==> config.mk <==
export PLATFORM = sky130hd
export DESIGN_NAME = ex_divider_flat
export DESIGN_NICKNAME = d
export VERILOG_FILES = /design/src/rtl/ex_divider_if.sv /design/src/rtl/ex_divider.sv /design/src/flat_wrapper.sv
export SDC_FILE = /design/constraint.sdc
export NUM_CORES = 1
export LEC_CHECK = 0
export ABC_AREA = 1
export CORE_MARGIN = 1.5
export CORE_UTILIZATION = 27
export DETAILED_ROUTE_END_ITERATION = 16
export PLACE_DENSITY = 0.39
export SLEW_MARGIN = 20
export SYNTH_ARGS = -nofsm -noshare
export SYNTH_HDL_FRONTEND = slang
export SYNTH_SLANG_ARGS = --single-unit
==> constraint.sdc <==
create_clock -name clk -period 3.05 [get_ports clk]
set_input_delay 0.4575 -clock clk [delete_from_list [all_inputs] [get_ports clk]]
set_output_delay 0.4575 -clock clk [all_outputs]
set_load 0.05 [all_outputs]
==> src/rtl/ex_divider_if.sv <==
// Request/response bundle between the EX-stage issue logic and the
// iterative divide/remainder unit.
interface ex_divider_if;
  logic        DivValidInEx;
  logic        DivReadyOutEx;
  logic [63:0] Rs1DataIn;
  logic [63:0] Rs2DataIn;
  logic [2:0]  DivOpIn;
  logic        DivFlushIn;
  logic        DivBusyOut;
  logic [63:0] DivResultOut;
  logic        DivResultValidOut;

  modport master (
    output DivValidInEx, Rs1DataIn, Rs2DataIn, DivOpIn, DivFlushIn,
    input  DivReadyOutEx, DivBusyOut, DivResultOut, DivResultValidOut
  );

  modport slave (
    input  DivValidInEx, Rs1DataIn, Rs2DataIn, DivOpIn, DivFlushIn,
    output DivReadyOutEx, DivBusyOut, DivResultOut, DivResultValidOut
  );
endinterface

==> src/rtl/ex_divider.sv <==
// Iterative RV64M divide/remainder unit (DIV/DIVU/REM/REMU and W forms).
// Radix-2 restoring division on operand magnitudes, one bit per cycle;
// divide-by-zero and signed overflow bypass the iteration entirely.
module ex_divider (
  input  logic        clk,
  input  logic        rst,
  ex_divider_if.slave bus
);
  localparam int DATA_W = 64;
  localparam logic [DATA_W-1:0] MIN_D = 64'h8000_0000_0000_0000;
  localparam logic [DATA_W-1:0] MIN_W = 64'hFFFF_FFFF_8000_0000;

  typedef enum logic [1:0] {IDLE, CALC, DONE} state_t;
  state_t state, state_next;

  logic [DATA_W-1:0] quo, rem, b_mag, result_q, final_val;
  logic              sa, sb, is_rem, is_word;
  logic [6:0]        cnt;
  logic              accept, flush;

  logic                     op_unsigned, op_word;
  logic signed [DATA_W-1:0] a_ext, b_ext;
  logic                     a_neg, b_neg, div_zero, overflow;
  logic [DATA_W-1:0]        a_mag, b_mag_in;
  logic [DATA_W:0]          shifted, diff;

  function automatic logic [DATA_W-1:0] neg(input logic [DATA_W-1:0] x);
    return ~x + 64'd1;
  endfunction

  function automatic logic [DATA_W-1:0] word_ext(input logic [DATA_W-1:0] x);
    return {{32{x[31]}}, x[31:0]};
  endfunction

  // Operand preparation: word extraction, sign flags, magnitudes, special cases
  always_comb begin
    op_unsigned = bus.DivOpIn[0];
    op_word     = bus.DivOpIn[2];
    if (op_word) begin
      a_ext = op_unsigned ? {32'h0, bus.Rs1DataIn[31:0]} : word_ext(bus.Rs1DataIn);
      b_ext = op_unsigned ? {32'h0, bus.Rs2DataIn[31:0]} : word_ext(bus.Rs2DataIn);
    end else begin
      a_ext = bus.Rs1DataIn;
      b_ext = bus.Rs2DataIn;
    end
    a_neg    = ~op_unsigned & a_ext[DATA_W-1];
    b_neg    = ~op_unsigned & b_ext[DATA_W-1];
    a_mag    = a_neg ? neg(a_ext) : a_ext;
    b_mag_in = b_neg ? neg(b_ext) : b_ext;
    div_zero = (b_ext == '0);
    overflow = ~op_unsigned & (&b_ext) & (a_ext == (op_word ? MIN_W : MIN_D));
  end

  // One restoring step: shift {rem, quo} and trial-subtract; borrow lands in bit 64
  always_comb begin
    shifted = {rem, quo[DATA_W-1]};
    diff    = shifted - {1'b0, b_mag};
  end

  // Finalise: apply result signs, pick quotient/remainder, word sign-extension
  always_comb begin
    logic [DATA_W-1:0] q_fin, r_fin, sel;
    q_fin     = (sa ^ sb) ? neg(quo) : quo;
    r_fin     = sa ? neg(rem) : rem;
    sel       = is_rem ? r_fin : q_fin;
    final_val = is_word ? word_ext(sel) : sel;
  end

  // State register
  always_ff @(posedge clk) begin
    if (!rst) state <= IDLE;
    else      state <= state_next;
  end

  // Next-state and handshake outputs; flush wins over everything
  always_comb begin
    state_next                = state;
    accept                    = 1'b0;
    flush                     = bus.DivFlushIn;
    bus.DivReadyOutEx         = 1'b0;
    bus.DivBusyOut            = 1'b0;
    bus.DivResultValidOut     = 1'b0;
    bus.DivResultOut          = result_q;
    case (state)
      IDLE: begin
        bus.DivReadyOutEx = 1'b1;
        bus.DivBusyOut    = bus.DivValidInEx;
        if (!flush && bus.DivValidInEx) begin
          accept     = 1'b1;
          state_next = (div_zero || overflow) ? DONE : CALC;
        end
      end
      CALC: begin
        bus.DivBusyOut = 1'b1;
        if (flush)                                     state_next = IDLE;
        else if (cnt == (is_word ? 7'd31 : 7'd63))     state_next = DONE;
      end
      DONE: begin
        bus.DivResultOut      = final_val;
        bus.DivResultValidOut = ~flush;
        state_next            = IDLE;
      end
      default: state_next = IDLE;
    endcase
  end

  // Datapath: load at accept, iterate in CALC, capture result on the valid pulse
  always_ff @(posedge clk) begin
    if (!rst) begin
      quo      <= '0;
      rem      <= '0;
      b_mag    <= '0;
      sa       <= 1'b0;
      sb       <= 1'b0;
      is_rem   <= 1'b0;
      is_word  <= 1'b0;
      cnt      <= '0;
      result_q <= '0;
    end else begin
      if (accept) begin
        is_rem  <= bus.DivOpIn[1];
        is_word <= op_word;
        cnt     <= '0;
        b_mag   <= b_mag_in;
        if (div_zero) begin
          // Results are already final; signs must not be reapplied
          quo <= '1;
          rem <= a_ext;
          sa  <= 1'b0;
          sb  <= 1'b0;
        end else if (overflow) begin
          quo <= a_ext;
          rem <= '0;
          sa  <= 1'b0;
          sb  <= 1'b0;
        end else begin
          // Word dividends sit in the top half so 32 shifts consume them
          quo <= op_word ? {a_mag[31:0], 32'h0} : a_mag;
          rem <= '0;
          sa  <= a_neg;
          sb  <= b_neg;
        end
      end else if (state == CALC) begin
        cnt <= cnt + 7'd1;
        if (!diff[DATA_W]) begin
          rem <= diff[DATA_W-1:0];
          quo <= {quo[DATA_W-2:0], 1'b1};
        end else begin
          rem <= shifted[DATA_W-1:0];
          quo <= {quo[DATA_W-2:0], 1'b0};
        end
      end
      if (bus.DivResultValidOut) result_q <= final_val;
    end
  end
endmodule

==> src/flat_wrapper.sv <==
// flat-port wrapper written by rule: the top's interface ports become plain ports
module ex_divider_flat 
  (clk, rst, bus_DivValidInEx, bus_Rs1DataIn, bus_Rs2DataIn, bus_DivOpIn, bus_DivFlushIn, bus_DivReadyOutEx, bus_DivBusyOut, bus_DivResultOut, bus_DivResultValidOut);
  ex_divider_if bus_i ();
  input  logic clk;
  input  logic rst;
  input wire logic [$bits(bus_i.DivValidInEx)-1:0] bus_DivValidInEx;
  input wire logic [$bits(bus_i.Rs1DataIn)-1:0] bus_Rs1DataIn;
  input wire logic [$bits(bus_i.Rs2DataIn)-1:0] bus_Rs2DataIn;
  input wire logic [$bits(bus_i.DivOpIn)-1:0] bus_DivOpIn;
  input wire logic [$bits(bus_i.DivFlushIn)-1:0] bus_DivFlushIn;
  output wire logic [$bits(bus_i.DivReadyOutEx)-1:0] bus_DivReadyOutEx;
  output wire logic [$bits(bus_i.DivBusyOut)-1:0] bus_DivBusyOut;
  output wire logic [$bits(bus_i.DivResultOut)-1:0] bus_DivResultOut;
  output wire logic [$bits(bus_i.DivResultValidOut)-1:0] bus_DivResultValidOut;
  assign bus_i.DivValidInEx = bus_DivValidInEx;
  assign bus_i.Rs1DataIn = bus_Rs1DataIn;
  assign bus_i.Rs2DataIn = bus_Rs2DataIn;
  assign bus_i.DivOpIn = bus_DivOpIn;
  assign bus_i.DivFlushIn = bus_DivFlushIn;
  assign bus_DivReadyOutEx = bus_i.DivReadyOutEx;
  assign bus_DivBusyOut = bus_i.DivBusyOut;
  assign bus_DivResultOut = bus_i.DivResultOut;
  assign bus_DivResultValidOut = bus_i.DivResultValidOut;
  ex_divider u_core (.clk(clk), .rst(rst), .bus(bus_i));
endmodule
# Word-level counts from Yosys, hierarchy flattened
# Cells that the tools add are included.
# Widths: inputs -> output; s select.
# classes
div	0
magnitude_cmp	0
n_shift	0
muxes	37
n_reduce_logical	9
n_eq_ne	6
add_sub_neg	6
multipliers	0
n_bitwise	12
# op_table
operator	n
$mux 64	20
$add 64x1->64 const B	4
$not 64->64	4
$sub 65x64->65	1
$eq 64x64->1	1
$logic_not 64->1	1
$reduce_and 64->1	1
$mux 63	1
$mux 1	9
$mux 2	4
$add 7x1->7 const B	1
$eq 7x7->1	1
$mux 6	1
$and 1x1->1	4
$pmux 2 s2	1
$ne 3x2->1 const B	1
$not 1->1	3
$eq 2x1->1 const B	1
$eq 2x2->1 const B	1
$logic_not 2->1	1
$ne 2x1->1 const B	1
$pmux 1 s2	1
$reduce_and 2->1	1
$reduce_bool 2->1	1
other kinds (5)	5
# totals
ramBits	0
latchBits	0
memories	0
word_cells	80
regBits	269
output_inout_bits	67
rom_bits	0
input_bits	135

# Depth between registers and ports, before layout
# depth
word_depth	9
mapped_depth	23
depth_no_buf	22

# Worst setup path after synthesis
# No wires, ideal clock.
# synth_timing
path_type	reg2out
startpoint	reg u_core.rem[14]
endpoint	out bus_DivResultOut[32]
path_buffers	2
stages_incl_launch_ff	16
arrival_time_ns	2.746
slack_ns	-0.153
t_required_ns	2.592
path_cell_list	dfxtp_1 > nor2_1 > nand3_1 > nor2_1 > nand2_1 > nor2_4 > nand2_1 > nor2_2 > nor2_1 > nand2_1 > nand3_1 > nand2_1 > nand2_1 > buf_2 > buf_6 > a31oi_1
# synth_via
elab_chain_len	6
# synth_rtl
item	line_no	rtl
from (decl)	ex_divider.sv:16	logic [DATA_W-1:0] quo, rem, b_mag, result_q, final_val;
from (signal assigned)	ex_divider.sv:128	rem <= a_ext;
from (signal assigned)	ex_divider.sv:146	rem <= diff[DATA_W-1:0];
from (signal assigned)	ex_divider.sv:149	rem <= shifted[DATA_W-1:0];
$not 64->64	ex_divider.sv:28	return ~x + 64'd1;
$add 64x1->64	ex_divider.sv:28	
$mux 64	ex_divider.sv:64	r_fin = sa ? neg(rem) : rem;
$mux 64	ex_divider.sv:65	sel = is_rem ? r_fin : q_fin;
$mux 64	ex_divider.sv:66	final_val = is_word ? word_ext(sel) : sel;
$mux 64	ex_divider.sv:84	case (state)
to (decl)	flat_wrapper.sv:14	output wire logic [$bits(bus_i.DivResultOut)-1:0] bus_DivResultOut;
# No other way between the ends.

# Worst setup path in the final report
# layout_timing
startpoint	reg u_core.quo[0]
endpoint	out bus_DivResultOut[63]
# layout_via
elab_chain_len	6
# layout_rtl
item	line_no	rtl
from (decl)	ex_divider.sv:16	
from (signal assigned)	ex_divider.sv:132	quo <= a_ext;
from (signal assigned)	ex_divider.sv:138	quo <= op_word ? {a_mag[31:0], 32'h0} : a_mag;
from (signal assigned)	ex_divider.sv:147	quo <= {quo[DATA_W-2:0], 1'b1};
$not 64->64	ex_divider.sv:28	
$add 64x1->64	ex_divider.sv:28	
$mux 64	ex_divider.sv:63	q_fin = (sa ^ sb) ? neg(quo) : quo;
$mux 64	ex_divider.sv:65	
$mux 64	ex_divider.sv:66	
$mux 64	ex_divider.sv:84	
# No other way between the ends.

==> run summary <==
layout net count = 6918
P per Cell Area = 606 nW/um^2
unrepaired setup endpoints after global routing = yes
initial drt markers = 3920
CP Max Fanout = 7
Critical Path AT = 3.00 ns
Core Box Area = 109000 sq um
Async S/R FF share, synth = 0%
WHS Path Cells = 2
Global Route met1 Usage = 47.2%
setup violators final = 47
Worst VDD drop = 0.618 mV
met2 Use GR = 50.0%
number of synthesized flops with an enable pin = 0
largest area contributor in the synthesized netlist = nand2_1
largest net degree at the start of global routing = 103
# IOs = 202
synth-to-layout area growth = 53.6%
hold endpoint = u_core.b_mag[43]
Worst Path Required = 2.59 ns
post-synthesis net count = 5862
residual DRC count = 0
crit end category = output pin
worst slew pin tran = 0.940 ns
GR Overflow Total = 0
status = finished with violations
CP Launch Type = flip-flop
critical-path cell list = nor3_2 > buf_4 > nand2_4 > nor3_4 > buf_6 > nor2_2 > nand2_1 > nand3_2 > nand2_4 > nand2_8 > buf_8 > buf_8 > a31oi_4 > buf_12
clock tree from TritonCTS = built
top cell family by delay on the critical path = simple AND/OR/NAND/NOR gates
slowest stage delay, CP = 0.39 ns
clk_lat worst skew = 0.62 ns
simple-gate share of the synthesized area = 45.8%
combinational family with the most area after synthesis = simple AND/OR/NAND/NOR gates
number of global-route vias before repair = 38300
post-route setup slack = -0.408 ns
Final Slew Violations = 0
GRT Total Usage = 32.7%
Synth cell types = 51
CTS Buffer Depth = 3
Layout Skew = 0.0374 ns
proportion of layout cells with a drive suffix above 1 = 27.4%
final instance area = 45700 sq um
yosys warns = 0
adder-cell share of the synthesized area = 3.01%
die width = 335 um
post-layout min period = 3.46 ns
synth cell count leaders = nand2_1 (1840), inv_1 (893), nor2_1 (582)
Mapped Area = 29700 sq um
final period utilization = 113%
Pwr Total = 27700 uW
utilization after layout = 41.9%
post-synthesis compound-gate area fraction = 15.3%
R2R Setup Slk = 0.09 ns
Hold Vio Cnt, Final = 0
CTS Root Cell = clkbuf_16
Synth Area in XOR/XNOR = 3.01%
CTS buffer count = 37
DP Area = 40700 sq um
hold_sp = u_core.b_mag[43]
Post-DP HPWL = 159000 um
detailed-route wire length = 190000 um
first-pass GRT wire length = 268000 um
Pre-antenna DRT Iters = 5
Hold-fix buffers, CTS = 0
r2r worst-path depth = 19
sequential share of the synthesized area = 18.1%
#FFs+latches synth = 269
standard-cell row count = 121
vias post-DR = 41300
synth top area cells = nand2_1 (23%), dfxtp_1 (18%), inv_1 (11%), nand3_1 (9.2%), nor2_1 (7.3%)
top-count cell post-synth = nand2_1
reg2reg start = u_core.rem[7]
wire per inst = 23.3 um
GPL Wtd Cong = 1.01
H-tree levels = 2
Max Fclk = 0.289 GHz
Post-Synthesis Cells = 5656
die area = 112000 sq um
total clock sinks = 269
gr busiest metal = met2
Initial Util = 27.3%
post-route ant nets = 0
Hold Crit Class = flip-flop to flip-flop
M3 GR Usage = 5.44%
R2R Path End = u_core.rem[53]
mux share of post-synthesis cell area = 0%
most common flop cell mapped by yosys = dfxtp_1
initial antenna violation count = 8
PortBufs = 201
CP max stage cell = dfxtp_4
Clock transition at path regs = 0.08 ns
area share of the leading cell type in the synthesized netlist = 23.2%
failing checks = negative setup slack
vias per cell = 5.06
kind of critical path = flip-flop to output pin
Die H = 335 um
Worst slew margin = 37.1%
Mapped Avg Cell Area = 5.26 sq um
Buf+Inv Stages, Crit Path = 5
Max Cap Viol = 0
Static Leak = 0.0230 uW
==> registers in the layout, summed over array words and instances (netlist names), 2 cells and up <==
signal and flops:
u_core.rem 64, u_core.cnt 7, u_core.b_mag 64, u_core.quo 64
u_core.result_q 64, u_core.state 2
==> per-stage QoR <==
stage | setup WS [ns] | hold WS, ns | setup TNS [ns] | instances
4_1_cts | -0.440 | 0.430 | -15.72 | 8122
2_1_floorplan | -0.153 | 0.418 | -1.31 | 5656
3_5_place_dp | -0.360 | 0.447 | -26.92 | 8014
6_report | -0.408 | 0.457 | -12.52 | 8152
3_3_place_gp | -0.315 | 0.440 | -26.49 | 8014
5_1_grt | -0.471 | 0.476 | -17.53 | 8151
==> layout make-up <==
type | instances | area [sq um]
sequential | 269 | 5470
timing repair buffer | 1235 | 11200
clock inverter | 14 | 139
inverter | 909 | 3440
clock buffer | 50 | 1030
multi-input combinational | 4260 | 22600
fill | 12200 | 63300
tap | 1414 | 1770
antenna | 1 | 2.50
==> repair_timing <==
action,CTS,global route
setup buffers,46,38
pin swaps,97,166
setup endpoints to repair,73,123
gates cloned,4,6
hold endpoints to repair,0,0
resized for setup,481,492
==> cells in the final DEF, fill, tap and decap left out, drive strengths merged, types with 2 or more instances in the layout <==
cell type	count
xnor2	16
and3	7
nand4	92
bufbuf	3
ha	70
a32oi	12
clkinvlp	9
dfxtp	269
nor3	119
or2	13
clkbuf	56
clkinv	11
a21oi	267
nand2	1853
buf	1093
nor4	10
nand3b	17
o21bai	20
o31ai	10
o22ai	38
o21ai	371
and2	7
inv	902
nor3b	3
xor2	86
o221ai	15
o2111ai	2
clkdlybuf4s50	133
o211ai	24
o32ai	4
nand3	552
o21a	29
o2bb2ai	3
a31oi	21
nor2	593
==> worst reg2reg max path: stages (launching register included) <==
cell and delay, ns:
dfxtp_4 0.36, buf_6 0.12, buf_4 0.14, ha_1 0.37
nand2_1 0.16, nor2_2 0.21, nand2_1 0.10, nor2_1 0.11
nand2_1 0.06, nand3_1 0.25, nand2_1 0.17, nand3_1 0.10
nand2_1 0.06, nand2_1 0.06, inv_1 0.04, nand2_1 0.18
nand3_1 0.17, nand3_1 0.11, nand2_1 0.05, inv_1 0.07
==> report_power, final <==
| part | switching (uW) | leakage [uW] | total, uW | internal [uW] |
|---|---|---|---|---|
| clock network | 1990 | 0.000565 | 4480 | 2480 |
| registers | 328 | 0.00221 | 4130 | 3800 |
| logic | 12000 | 0.0203 | 19100 | 7090 |
==> routing by layer <==
layer | part of all wire [%] | routed length [um]
met5 | 0.017 | 32
met4 | 2.9 | 5550
met3 | 7.8 | 14800
met2 | 42 | 80100
met1 | 47 | 89200
==> how the worst max path moves through the flow <==
stage                           from                    to  slack (ns)  depth (start not counted)
finish                 u_core.quo[0]  bus_DivResultOut[63]       -0.41                         14
global route           u_core.quo[0]  bus_DivResultOut[46]       -0.47                         16
CTS                   u_core.rem[10]  bus_DivResultOut[49]       -0.44                         18
detailed placement     u_core.quo[5]  bus_DivResultOut[43]       -0.36                         15
global placement    bus_Rs2DataIn[0]      u_core.b_mag[19]       -0.32                         15
floorplan             u_core.rem[14]  bus_DivResultOut[32]       -0.15                         15
==> logic make-up after synthesis <==
kind of cell	Yosys count
adders and majority gates	71
DFF	269
xor gates and xnor gates	102
AOI/OAI and AO/OA	820
buffers and inverters	1127
and+or+nand+nor	3267
(Power assumes the default switching activity.)
